===== src/rtl/rot_stream_reader.sv =====
`default_nettype none
// ============================================================================
//  Module      : rot_stream_reader
//  Description : Walks buffer RAM 0..DEPTH-1, ROT-decodes each byte and
//                streams it out over a valid/ready byte interface.
//  Revision    : 1.0  initial release
// ============================================================================
module rot_stream_reader #(
    parameter int ADDR_W = 8,
    parameter int SHIFT  = 13
) (
    input  logic              clock,
    input  logic              reset,
    input  logic              start,
    output logic              busy,
    output logic              done,
    output logic              mem_rd,
    output logic [ADDR_W-1:0] mem_addr,
    input  logic [7:0]        mem_rdata,
    output logic              out_valid,
    output logic [7:0]        out_data,
    input  logic              out_ready
);

    localparam logic [ADDR_W-1:0] c_LAST_IDX = '1;
    localparam logic [7:0]        c_SHIFT    = 8'(SHIFT);

    typedef enum logic [2:0] {
        S_IDLE = 3'd0,
        S_ADDR = 3'd1,
        S_READ = 3'd2,
        S_EMIT = 3'd3,
        S_DONE = 3'd4
    } state_t;

    state_t            r_state;
    state_t            w_next_state;
    logic [ADDR_W-1:0] r_idx;
    logic [7:0]        r_data;

    // Inverse shift within a 26-letter alphabet starting at i_base.
    function automatic logic [7:0] f_unshift(input logic [7:0] c, input logic [7:0] base);
        logic [7:0] w_sub;
        w_sub = c - c_SHIFT;
        if (w_sub < base) begin
            return c + (8'd26 - c_SHIFT);
        end
        return w_sub;
    endfunction

    function automatic logic [7:0] f_decode(input logic [7:0] c);
        if (c >= 8'd97 && c <= 8'd122) begin
            return f_unshift(c, 8'd97);
        end
        if (c >= 8'd65 && c <= 8'd90) begin
            return f_unshift(c, 8'd65);
        end
        return c;
    endfunction

    always_ff @(posedge clock or negedge reset) begin
        if (!reset) begin
            r_state <= S_IDLE;
        end else begin
            r_state <= w_next_state;
        end
    end

    always_comb begin
        w_next_state = r_state;
        busy         = 1'b1;
        done         = 1'b0;
        mem_rd       = 1'b0;
        out_valid    = 1'b0;
        case (r_state)
            S_IDLE: begin
                busy = 1'b0;
                if (start) begin
                    w_next_state = S_ADDR;
                end
            end
            S_ADDR: begin
                mem_rd       = 1'b1;
                w_next_state = S_READ;
            end
            S_READ: begin
                w_next_state = S_EMIT;
            end
            S_EMIT: begin
                out_valid = 1'b1;
                if (out_ready) begin
                    w_next_state = (r_idx == c_LAST_IDX) ? S_DONE : S_ADDR;
                end
            end
            S_DONE: begin
                done         = 1'b1;
                w_next_state = S_IDLE;
            end
            default: begin
                w_next_state = S_IDLE;
            end
        endcase
    end

    // Index and output byte hold their value through EMIT back-pressure.
    always_ff @(posedge clock or negedge reset) begin
        if (!reset) begin
            r_idx  <= '0;
            r_data <= 8'd0;
        end else begin
            if (r_state == S_IDLE && start) begin
                r_idx <= '0;
            end else if (r_state == S_EMIT && out_ready && r_idx != c_LAST_IDX) begin
                r_idx <= r_idx + 1'b1;
            end
            if (r_state == S_READ) begin
                r_data <= f_decode(mem_rdata);
            end
        end
    end

    assign mem_addr = r_idx;
    assign out_data = r_data;

endmodule
`default_nettype wire

===== config.mk =====
export PLATFORM = sky130hd
export DESIGN_NAME = rot_stream_reader
export DESIGN_NICKNAME = d
export VERILOG_FILES = /design/src/rtl/rot_stream_reader.sv
export SDC_FILE = /design/constraint.sdc
export NUM_CORES = 1
export LEC_CHECK = 0
export BUFFER_PORTS_ARGS = -buffer_cell sky130_fd_sc_hd__buf_2
export CAP_MARGIN = 20
export CORE_UTILIZATION = 49
export DETAILED_ROUTE_END_ITERATION = 8
export GPL_TIMING_DRIVEN = 0
export PLACE_DENSITY = 0.76
export SYNTH_ARGS = -nofsm -noshare
export SYNTH_HDL_FRONTEND = slang
export SYNTH_SLANG_ARGS = --single-unit

===== constraint.sdc =====
create_clock -name clock -period 1.73 [get_ports clock]
set_input_delay 0.4325 -clock clock [delete_from_list [all_inputs] [get_ports clock]]
set_output_delay 0.4325 -clock clock [all_outputs]
set_load 0.005 [all_outputs]

==> results.md, run 1 <==
Clock network:
- The register clock-pin slew on the reported worst setup and hold paths is 110 ps.
- TritonCTS built the clock tree.
- The count of hold buffers inserted by post-cts repair is 0.
- At the later pin of the worst-skew pair, clock insertion delay measures 310 ps.
- TritonCTS created 3 clock buffers.
- For this design, the sink count on the clock tree is 19.
- The clock root buffer master is sky130_fd_sc_hd__clkbuf_4.
- The total number of H-tree levels is 1.
- Counting along the longest clock path gives a buffer depth of 2.

Setup path:
- For this design, the slowest cell found on the critical path is sky130_fd_sc_hd__or4b_4.
- Traced cell by cell, the critical path runs through buf_12 -> inv_12 -> ha_4 -> or2b_1 -> o211ai_2 -> or4b_4 -> a221oi_4 -> buf_6 -> buf_4 -> nor3_1 -> o21ai_1 -> a31oi_1.
- The worst path required time is 1930 ps.
- The classification of the worst setup path is in -> reg.
- The largest fanout of any net on the critical path is 6.
- On the worst path, the slowest cell contributes a delay of 520 ps.
- Data on the critical path arrives at its endpoint at 2530 ps.
- STA classifies the critical path startpoint as an input port.
- The worst setup path is captured at a register.

Place:
- Routability-driven placement finished with a final weighted congestion of 0.935.
- Prior to clock tree synthesis, the placed netlist has a worst setup slack of -1100 ps.
- Detailed placement ended at an HPWL of 2.79 mm.
- In this run, placement finished with an instance count of 252.
- The count of input and output buffers is 30.

Synthesis:
- The Yosys step of the flow raised 0 warnings.
- Synthesis handed over a netlist of 180 instances.
- Ranked by total cell area, the synthesized netlist is headed by sky130_fd_sc_hd__dfrtp_1 (31%), sky130_fd_sc_hd__nor2_1 (5.4%), sky130_fd_sc_hd__a21oi_1 (4.6%), sky130_fd_sc_hd__xor2_1 (4.6%), sky130_fd_sc_hd__ha_1 (4.1%).
- The area fraction of the dominant cell type after synthesis is 0.309.
- Each instance of the synthesized netlist takes up on average 8.55 um2.
- The most used flip-flop cell after synthesis is sky130_fd_sc_hd__dfrtp_1.
- After synthesis the cells add up to 1540 um2.
- Counting flops with a built-in enable in the synthesized netlist gives 0.
- Counting every net in the synthesized netlist gives 197.
- Counting flops and latches in the post-synthesis netlist gives 19.
- The proportion of synthesized chip area in sequential cells is 0.309.
- In the synthesized netlist the async set-or-reset flop fraction comes to 1.00.
- The biggest area contributor in the post-synthesis netlist is sky130_fd_sc_hd__dfrtp_1.
- The number of different library cells in the post-synthesis netlist is 55.

Finish:
- The leading cell type in the layout, fill and taps excluded is sky130_fd_sc_hd__buf_2.
- The final layout contains 250 nets.
- From synthesis to final layout, the design area changed by 34.5%.
- The fraction of layout cells with a size suffix above 1 is 0.388.
- The library cells used most frequently in the layout, excluding fill and tap cells, are sky130_fd_sc_hd__buf_2 (27), sky130_fd_sc_hd__nor2_1 (22), sky130_fd_sc_hd__buf_4 (18).
- The final cell count without fillers is 274.
- The final core utilization is 0.719.
- The antenna diode count is 0.

Timing:
- The final number of max-transition violations is 0.
- The time the final worst path needs with I/O delays and setup is 2320 ps.
- The final count of hold timing violations is 0.
- The post-route clock skew is 6.60 ps.
- The sum of negative setup slack is -3570 ps.
- The measured slew at the worst slew-check pin is 581 ps.
- Setup violations remaining at the end of the flow were counted as 8.
- In the post-route analysis, the smallest setup slack over all paths is -595 ps.
- The share of the cycle needed by the critical path after routing is 1.34.
- Derived from the worst setup path, the maximum achievable clock frequency is 0.430 GHz.
- The normalized max-slew margin is 0.611.
- Setup repair after global routing could not meet its margin everywhere.

GRT:
- The first global-routing pass estimated 6.67 mm of wire.
- Summed over all layers, the global routing overflow is 0.
- The via count of the first global-routing pass is 1430.
- Entering global routing, the biggest net connects 20 pins.
- The overall fraction of global-route tracks in use is 0.253.
- The number of antenna violations at the first check in global routing came to 0.

Worst hold path:
- In this run the worst hold path is classified as in -> async.

Power and ir drop:
- The total power is 2.04 mW.
- For this design the static power due to leakage is 0.897 nW.
- The maximum resistive drop on vdd is 764 uV.
- In this run the power density over the cells is 984 nW/um2.

Floorplanning:
- The initial utilization of the core area, before any placement, comes to 0.535.
- During I/O placement, the number of pins put on the boundary was 32.
- The die extent in x is 58.0 um.
- After floorplanning, the core was divided into 19 placement rows.
- The vertical extent of the die is 58.0 um.
- The die area is 3370 um2.
- The core area is 2880 um2.

Job:
- The total of max-cap violations is 0.

Drt:
- For this block, the initial DRC count from the detailed router was 80.
- The via count of the routed design is 1596.
- The detail route stage leaves a number of antenna-violating nets equal to 0.
- Dividing the detail-routed wire length by the instance count gives 15.3 um.
- The number of DRC violations after detailed routing is 1.
- The first TritonRoute pass finished after 6 iterations.
- The final wirelength is 4.19 mm.
- The average via count per standard cell is 5.82.

Status:
- The flow ran to the end, but the final reports show violations.
- The checks that failed: DRC, setup timing.
## cell usage after synthesis (3+ instances only)
library cell,n
sky130_fd_sc_hd__a21oi_1,14
sky130_fd_sc_hd__a31oi_1,3
sky130_fd_sc_hd__clkbuf_8,4
sky130_fd_sc_hd__dfrtp_1,19
sky130_fd_sc_hd__ha_1,5
sky130_fd_sc_hd__inv_1,6
sky130_fd_sc_hd__nand2_1,14
sky130_fd_sc_hd__nand3_1,5
sky130_fd_sc_hd__nor2_1,22
sky130_fd_sc_hd__nor2b_1,3
sky130_fd_sc_hd__nor3_1,5
sky130_fd_sc_hd__o21ai_0,12
sky130_fd_sc_hd__or3_1,3
sky130_fd_sc_hd__xnor2_1,6
sky130_fd_sc_hd__xor2_1,8
## flip-flops by register name, summed over array words and instances, names as in the netlist
| register | cells |
|---|---|
| mem_addr | 8 |
| r_state | 3 |
| out_data | 8 |
## power breakdown
group	total [mW]	switching [mW]	leakage [nW]	internal, mW
registers	0.747	0.138	0.227	0.610
clock network	0.235	0.144	0.0150	0.0902
logic	1.06	0.527	0.654	0.528
total	2.04	0.809	0.897	1.23
## worst paths after layout
check / start / end / slack [ps] / cells past startpoint
worst max-delay path: mem_rdata[1] / out_data[2]$_DFFE_PN0N_ / -590 / 12
worst min-delay path: reset / mem_addr[0]$_DFFE_PN0P_ / 40 / 1
worst max register to register: mem_addr[1]$_DFFE_PN0P_ / mem_addr[6]$_DFFE_PN0P_ / 80 / 7
worst min register to register: out_data[3]$_DFFE_PN0N_ / out_data[3]$_DFFE_PN0N_ / 510 / 1
max in group asynchronous: reset / r_state[0]$_DFFE_PN0P_ / 1360 / 1
min in group clock: out_ready / r_state[1]$_DFFE_PN0P_ / 380 / 2
## layout make-up
type | instances | area [um2]
multi-input combinational | 148 | 1070
inverter | 6 | 40.0
sequential | 19 | 478
fill | 229 | 807
timing repair buffer | 49 | 333
tap | 42 | 52.6
buffer | 6 | 70.1
clock buffer | 4 | 26.3
## cell families after synthesis
group,share of synthesized area
AND/OR/NAND/NOR,0.261
AO/OA/AOI/OAI,0.241
flip-flops,0.309
XOR/XNOR,0.0797
buffers and inverters,0.0626
adder cells (fa/ha/maj),0.0407
multiplexers,0.00650
## metal layers
metal | global-route usage | routed length, um
met1 | 0.359 | 1850
met2 | 0.397 | 2050
met3 | 0.0469 | 230
met4 | 0.0680 | 57
met5 | 0 | 0
## critical path, delay by kind of cell
family	cells	cell delay, ps
simple gates	3	810
compound gates	4	740
buf+inv	4	410
fa+ha+maj	1	150
## metrics by stage
| stage | area [um2] | hold slack, ps |
|---|---|---|
| global route | 2070 | 67.6 |
| CTS | 1970 | 47.2 |
| global placement | 1790 | 382 |
| finish | 2070 | 38.3 |
| detailed placement | 1790 | 391 |
| floorplan | 1580 | 137 |
## repair_timing
action | 4_1_cts | 5_1_grt
pin swaps | 10 | 3
buffers inserted | 13 | 6
endpoints found under the hold margin | 0 | 0
endpoints found under the setup margin | 17 | 16
gates resized for setup | 22 | 11
(Power assumes the default switching activity.)
==> inputs of run 2 (changes only) <==
--- a/config.mk
+++ b/config.mk
@@ -7,10 +7,10 @@
 export LEC_CHECK = 0
 export BUFFER_PORTS_ARGS = -buffer_cell sky130_fd_sc_hd__buf_2
 export CAP_MARGIN = 20
-export CORE_UTILIZATION = 49
+export CORE_UTILIZATION = 59
 export DETAILED_ROUTE_END_ITERATION = 8
 export GPL_TIMING_DRIVEN = 0
-export PLACE_DENSITY = 0.76
+export PLACE_DENSITY = 0.85
 export SYNTH_ARGS = -nofsm -noshare
 export SYNTH_HDL_FRONTEND = slang
 export SYNTH_SLANG_ARGS = --single-unit
==> constraint.sdc (replaced) <==
create_clock -name clock -period 2.79 [get_ports clock]
set_input_delay 0.6975 -clock clock [delete_from_list [all_inputs] [get_ports clock]]
set_output_delay 0.6975 -clock clock [all_outputs]
set_load 0.005 [all_outputs]
==> results.md, run 2 (same netlist as run 1, synthesis figures left out) <==
Finish:
- The synthesis-to-finish area growth is 18.0%.
- The number of fillers in the final layout came to 208 (-9.2%).
- The fraction of layout cells with a size suffix above 1 is 0.280 (-0.108).
- The net count reported at finish is 236 (-5.6%).
- The final core utilization is 0.733 (+0.0139).
- The register area is 475 um2 (-0.52%).
- The antenna diode count is 0 (unchanged).
- The leading cell type in the layout, fill and taps excluded is sky130_fd_sc_hd__buf_2.
- The final cell count without fillers is 248 (-9.5%).
- Leaving out fill and tap cells, the most frequent cells in the layout are sky130_fd_sc_hd__buf_2 (29), sky130_fd_sc_hd__nor2_1 (22), sky130_fd_sc_hd__dfrtp_1 (19).
- The footprint of the multi-input gates was 991 um2 (-7.4%).

GRT:
- The total overflow reported by the global router came to 0 (unchanged).
- The via count of the first global-routing pass is 1405 (-1.7%).
- The number of antenna violations at the first check in global routing came to 0 (unchanged).
- The first-pass GRT wire length was 6.14 mm (-7.9%).
- The overall fraction of global-route tracks in use is 0.306 (+0.0525).
- The pin count of the biggest net entering global routing came to 20 (unchanged).

Clock network:
- The number of buffers created by CTS came to 3 (unchanged).
- The CTS sink count came to 19 (unchanged).
- The maximum buffer depth of the clock tree is 2 (unchanged).
- The clock tree from TritonCTS is done.
- The clock insertion delay at the later pin of the skew report is 310 ps (about the same).
- The total number of H-tree levels was 1 (unchanged).
- The count of hold buffers inserted by post-cts repair is 0 (unchanged).
- The clock root buffer master is sky130_fd_sc_hd__clkbuf_4.
- The register clock-pin slew on the reported worst setup and hold paths was 110 ps (about the same).

Setup path:
- The slowest stage of the critical path is the sky130_fd_sc_hd__or4b_4 cell.
- The startpoint kind of the worst setup timing path is an input port.
- The worst path required time is 3010 ps (+1080 ps).
- The data arrival time of the critical path is 2920 ps (+390 ps).
- The endpoint class of the critical path is a register.
- The largest fanout of any net on the critical path was 7 (+1).
- The count of cells along the worst register-to-register path was 8 (+1).
- Walking the worst path, the cells encountered are buf_2 -> inv_2 -> ha_4 -> or2b_1 -> o211ai_2 -> or4b_4 -> a221oi_4 -> buf_6 -> xor2_1 -> o21ai_0 -> o22a_1.
- The critical register-to-register path endpoint is mem_addr[6]$_DFFE_PN0P_.
- The internal reg-to-reg setup slack came to 870 ps (+790 ps).
- The reg-to-reg startpoint is r_state[0]$_DFFE_PN0P_.
- The critical path is of the in -> reg type.
- The largest stage delay on the critical path is 520 ps (about the same).

Drt:
- The average via count per standard cell is 6.30 (+8.1%).
- The via count of the routed design is 1562 (-2.1%).
- The average wire length per cell after detail routing is 15.7 um (+2.8%).
- The final wirelength was 3.90 mm (-6.9%).
- The remaining antenna violation count after routing is 0 (unchanged).
- The number of DRC violations after detailed routing is 0 (-1).
- The violation count after the first detailed-route iteration is 37 (-54%).
- The number of iterations in the first detailed-routing pass came to 4 (-2).

Place:
- The routability congestion estimate from global placement came to 0.897 (-4.0%).
- The count of input and output buffers is 30 (unchanged).
- The cell count after placement is 240 (-4.8%).
- The post-detailed-placement half-perimeter wirelength is 2.92 mm (+4.9%).

Timing:
- The sum of negative setup slack is 0 ps (+3570 ps).
- For this run, the top clock speed supported by timing is 0.369 GHz.
- The measured slew at the worst slew-check pin is 534 ps (-47.0 ps).
- The time the final worst path needs with I/O delays and setup is 2710 ps.
- Setup repair after global routing left no endpoint under its margin.
- The final number of max-transition violations was 0 (unchanged).
- The final count of hold timing violations is 0 (unchanged).
- The normalized max-slew margin came to 0.642 (+0.0314).
- The post-route clock skew is 4.90 ps (-1.70 ps).
- The final-layout worst hold slack is 301 ps (+263 ps).
- The final setup violation count is 0 (-8).
- The share of the cycle needed by the critical path after routing is 0.970.

Floorplanning:
- The die extent in x is 53.1 um (-8.6%).
- The effective utilization at floorplan is 0.621 (+0.0862).
- The die area is 2820 um2 (-16%).
- The total number of placement rows is 18 (-1).
- The vertical extent of the die is 53.1 um (-8.6%).
- The core area is 2480 um2 (-14%).
- The count of boundary I/O pins is 32 (unchanged).

Power and ir drop:
- The maximum resistive drop on vdd came to 597 uV (-22%).
- The power density over the cells is 639 nW/um2 (-35%).
- The total power is 1.16 mW (-43%).
- The leakage power is 0.789 nW (-12%).

Worst hold path:
- The path class of the lowest-slack min-delay path is in -> async.

Status:
- The run finished with clean final reports.

Job:
- The total of max-cap violations was 0 (unchanged).
[run 2: routing by layer]
layer	global-route usage	routed length [um]	up-vias
met4	0.145	102	0
met2	0.498	1900	68
met3	0.0862	238	17
met1	0.368	1650	740
met5	0	0	-
li1	-	-	737
[run 2: metrics by stage]
step	setup WS [ps]	area [um2]
finish	83.3	1820
global route	8.26	1820
CTS	23.2	1790
detailed placement	-381	1730
global placement	-328	1730
floorplan	8.30	1540
[run 2: what timing repair did]
| item | CTS | global route |
|---|---|---|
| pin swaps | 2 | 3 |
| endpoints found under the setup margin | 3 | 5 |
| buffers inserted | 3 | 1 |
| resized for setup | 3 | 5 |
[run 2: area by class of cell]
class / count / area share
clock inverter: 1 / 0.00413
timing repair buffer: 34 / 0.103
buffer: 7 / 0.0406
sequential: 19 / 0.262
multi-input combinational: 148 / 0.545
tap: 30 / 0.0207
clock buffer: 3 / 0.0124
inverter: 6 / 0.0124
[run 2: worst max-delay path, delay by kind of cell]
family,cells,cell delay [ps]
AND/OR/NAND/NOR,2,760
buffers and inverters,3,420
AO/OA/AOI/OAI,4,730
adder cells (fa/ha/maj),1,170
XOR/XNOR,1,150
[run 2: power by group]
| group | switching [mW] | leakage, nW | internal (mW) |
|---|---|---|---|
| Clock | 0.0935 | 0.0139 | 0.0549 |
| Sequential | 0.0841 | 0.229 | 0.375 |
| Combinational | 0.301 | 0.546 | 0.252 |
| Total | 0.479 | 0.789 | 0.682 |
[run 2: worst max path at each step]
stage,from,endpoint,slack (ps),cells past startpoint
global route,mem_rdata[1],out_data[1]$_DFFE_PN0N_,8,11
CTS,mem_rdata[1],out_data[1]$_DFFE_PN0N_,20,11
global placement,mem_rdata[0],out_data[3]$_DFFE_PN0N_,-330,9
floorplan,mem_rdata[1],out_data[3]$_DFFE_PN0N_,8,8
detailed placement,mem_rdata[0],out_data[3]$_DFFE_PN0N_,-380,9
finish,mem_rdata[1],out_data[1]$_DFFE_PN0N_,80,11
==> inputs of run 3 (changes only) <==
--- a/config.mk
+++ b/config.mk
@@ -7,10 +7,10 @@
 export LEC_CHECK = 0
 export BUFFER_PORTS_ARGS = -buffer_cell sky130_fd_sc_hd__buf_2
 export CAP_MARGIN = 20
-export CORE_UTILIZATION = 59
+export CORE_MARGIN = 2
+export CORE_UTILIZATION = 24
 export DETAILED_ROUTE_END_ITERATION = 8
 export GPL_TIMING_DRIVEN = 0
-export PLACE_DENSITY = 0.85
 export SYNTH_ARGS = -nofsm -noshare
 export SYNTH_HDL_FRONTEND = slang
 export SYNTH_SLANG_ARGS = --single-unit
==> results.md, run 3 (same netlist as run 1, synthesis figures left out) <==
GRT:
- The number of antenna violations at the first check in global routing came to 0 (unchanged).
- The overall fraction of global-route tracks in use is 0.104 (-0.201).
- The most utilized layer in the global route result is met2.
- The met3 capacity usage during global routing is 0.0198 (-0.0664).
- The pin count of the biggest net entering global routing is 20 (unchanged).
- The first-pass GRT wire length was 6.21 mm (+1.1%).
- The global routing usage on met2 was 0.172 (-0.326).
- The via count of the first global-routing pass is 1353 (-3.7%).
- The total overflow reported by the global router was 0 (unchanged).
- The met1 track utilization from global routing is 0.143 (-0.224).

Place:
- The worst slack after detailed placement was -384 ps (-3.63 ps).
- The routability congestion estimate from global placement is 0.825 (-8.0%).
- The post-detailed-placement half-perimeter wirelength came to 2.83 mm (-3.3%).
- The cell count after placement is 287 (+20%).
- The count of input and output buffers is 30 (unchanged).

Timing:
- The highest clock rate is 0.373 GHz (+1.0%).
- The setup slack of the critical path after layout is 111 ps (+27.4 ps).
- The time the final worst path needs with I/O delays and setup was 2680 ps (-27.4 ps).
- The final setup violation count is 0 (unchanged).
- The normalized max-slew margin is 0.626 (-0.0168).
- The share of the cycle needed by the critical path after routing came to 0.960 (-0.00981).
- The final number of max-transition violations is 0 (unchanged).
- The post-route clock skew was 6.74 ps (+1.83 ps).
- The sum of negative setup slack is 0 ps (unchanged).
- The measured slew at the worst slew-check pin is 560 ps (+25.3 ps).
- The final count of hold timing violations was 0 (unchanged).

Setup path:
- STA classifies the critical path endpoint as a register.
- The count of cells along the worst register-to-register path is 8 (unchanged).
- The worst register-to-register path ends at mem_addr[4]$_DFFE_PN0P_.
- The internal reg-to-reg setup slack is 910 ps (+40 ps).
- The worst path required time was 2990 ps (-20 ps).
- The data arrival time of the critical path is 2880 ps (-40 ps).
- By startpoint and endpoint, the worst setup path is classified as in -> reg.
- The reg-to-reg startpoint is r_state[0]$_DFFE_PN0P_.
- The largest fanout of any net on the critical path is 7 (unchanged).
- The startpoint kind of the worst setup timing path is an input port.

Power and ir drop:
- The power density over the cells came to 617 nW/um2 (-3.4%).
- The maximum resistive drop on vdd is 228 uV (-62%).
- The leakage power is 0.812 nW (+3.0%).

Drt:
- The number of DRC violations after detailed routing was 0 (unchanged).
- The remaining antenna violation count after routing is 0 (unchanged).
- The via count of the routed design is 1451 (-7.1%).
- The average wire length per cell after detail routing is 12.3 um (-22%).
- The number of iterations in the first detailed-routing pass is 4 (unchanged).
- The average via count per standard cell was 4.90 (-22%).
- The violation count after the first detailed-route iteration was 75 (+100%).
- The final wirelength came to 3.63 mm (-6.9%).

Status:
- The run finished with clean final reports.

Finish:
- The final core utilization was 0.307 (-0.426).
- The net count reported at finish is 237 (+0.42%).
- In the layout the commonest cells are sky130_fd_sc_hd__buf_2 (28), sky130_fd_sc_hd__nor2_1 (22), sky130_fd_sc_hd__dfrtp_1 (19).
- The antenna diode count came to 0 (unchanged).
- The library cell used most frequently in the layout, excluding fill and tap cells, is sky130_fd_sc_hd__buf_2.
- The final cell count without fillers is 296 (+19%).
- The fraction of layout cells with a size suffix above 1 came to 0.279 (-0.00128).
- Relative to the synthesized area, the layout overhead comes to 25.2%.

Clock network:
- The count of hold buffers inserted by post-cts repair is 0 (unchanged).
- The register clock-pin slew on the reported worst setup and hold paths is 70 ps (-40 ps).
- The maximum buffer depth of the clock tree was 2 (unchanged).
- The total number of H-tree levels was 1 (unchanged).
- The number of buffers created by CTS is 3 (unchanged).
- The clock root buffer master is sky130_fd_sc_hd__clkbuf_8.
- TritonCTS built the clock tree.
- The CTS sink count was 19 (unchanged).
- The clock insertion delay at the later pin of the skew report came to 260 ps (-50 ps).

Floorplanning:
- The total number of placement rows came to 29 (+11).
- The die area is 7070 um2 (+150%).
- The vertical extent of the die was 84.1 um (+58%).
- The die extent in x is 84.1 um (+58%).
- The core area came to 6280 um2 (+150%).
- The effective utilization at floorplan is 0.245 (-0.376).
- The count of boundary I/O pins is 32 (unchanged).

Worst hold path:
- The worst hold path belongs to the class in -> async.

Job:
- The total of max-cap violations is 0 (unchanged).
run 3: cell types whose count changed in the layout (fill, tap and decap cells not counted), moves of 2 or more:
cell	previous run	this run
sky130_fd_sc_hd__inv_2	2	0
sky130_fd_sc_hd__clkbuf_4	3	0
sky130_fd_sc_hd__buf_12	0	2
sky130_fd_sc_hd__clkbuf_8	4	7
sky130_fd_sc_hd__inv_4	0	2
run 3: per-stage QoR:
step | hold WS (ps) | area (um2) | power, mW
3_5_place_dp | 491 | 1790 | 0.995
2_1_floorplan | 402 | 1540 | 0.789
6_report | 371 | 1930 | 1.19
3_3_place_gp | 483 | 1790 | 0.988
5_1_grt | 395 | 1930 | 1.30
4_1_cts | 384 | 1870 | 1.20
run 3: worst max-delay path by stage:
| stage | start | to | slack (ps) | cells past startpoint |
|---|---|---|---|---|
| final | mem_rdata[0] | out_data[3]$_DFFE_PN0N_ | 110 | 11 |
| after detailed placement | mem_rdata[0] | out_data[3]$_DFFE_PN0N_ | -380 | 9 |
| after floorplan | mem_rdata[1] | out_data[3]$_DFFE_PN0N_ | 8 | 8 |
| after global routing | mem_rdata[0] | out_data[1]$_DFFE_PN0N_ | -0.2 | 11 |
| after CTS | mem_rdata[0] | out_data[1]$_DFFE_PN0N_ | 4 | 11 |
| after global placement | mem_rdata[0] | out_data[3]$_DFFE_PN0N_ | -370 | 9 |
run 3: routing by layer:
layer	wire (um)	share of wire
met2	1740	0.48
met5	0	0
met1	1700	0.47
met4	38	0.010
met3	142	0.039
run 3: final cells by class:
type / count / area (um2)
buffer: 7 / 73.8
inverter: 6 / 27.5
clock buffer: 4 / 45.0
fill: 676 / 4350
tap: 77 / 96.3
timing repair buffer: 35 / 221
sequential: 19 / 475
multi-input combinational: 148 / 987
run 3: repair_timing:
action / 4_1_cts / 5_1_grt
setup endpoints to repair: 4 / 4
resized for setup: 6 / 11
pin swaps: 2 / 6
buffers inserted: 2 / 3
run 3: report_power, final:
| group | internal, mW | switching [mW] |
|---|---|---|
| clock network | 0.102 | 0.0895 |
| logic | 0.256 | 0.288 |
| registers | 0.376 | 0.0781 |
| total | 0.734 | 0.456 |
run 3: critical path: stages:
cell	delay, ps
sky130_fd_sc_hd__buf_12	100
sky130_fd_sc_hd__inv_4	40
sky130_fd_sc_hd__ha_4	160
sky130_fd_sc_hd__or2b_1	240
sky130_fd_sc_hd__o211ai_2	170
sky130_fd_sc_hd__or4b_4	530
sky130_fd_sc_hd__a221oi_4	300
sky130_fd_sc_hd__buf_4	170
sky130_fd_sc_hd__nor2_1	30
sky130_fd_sc_hd__a211oi_1	240
sky130_fd_sc_hd__o32a_1	190
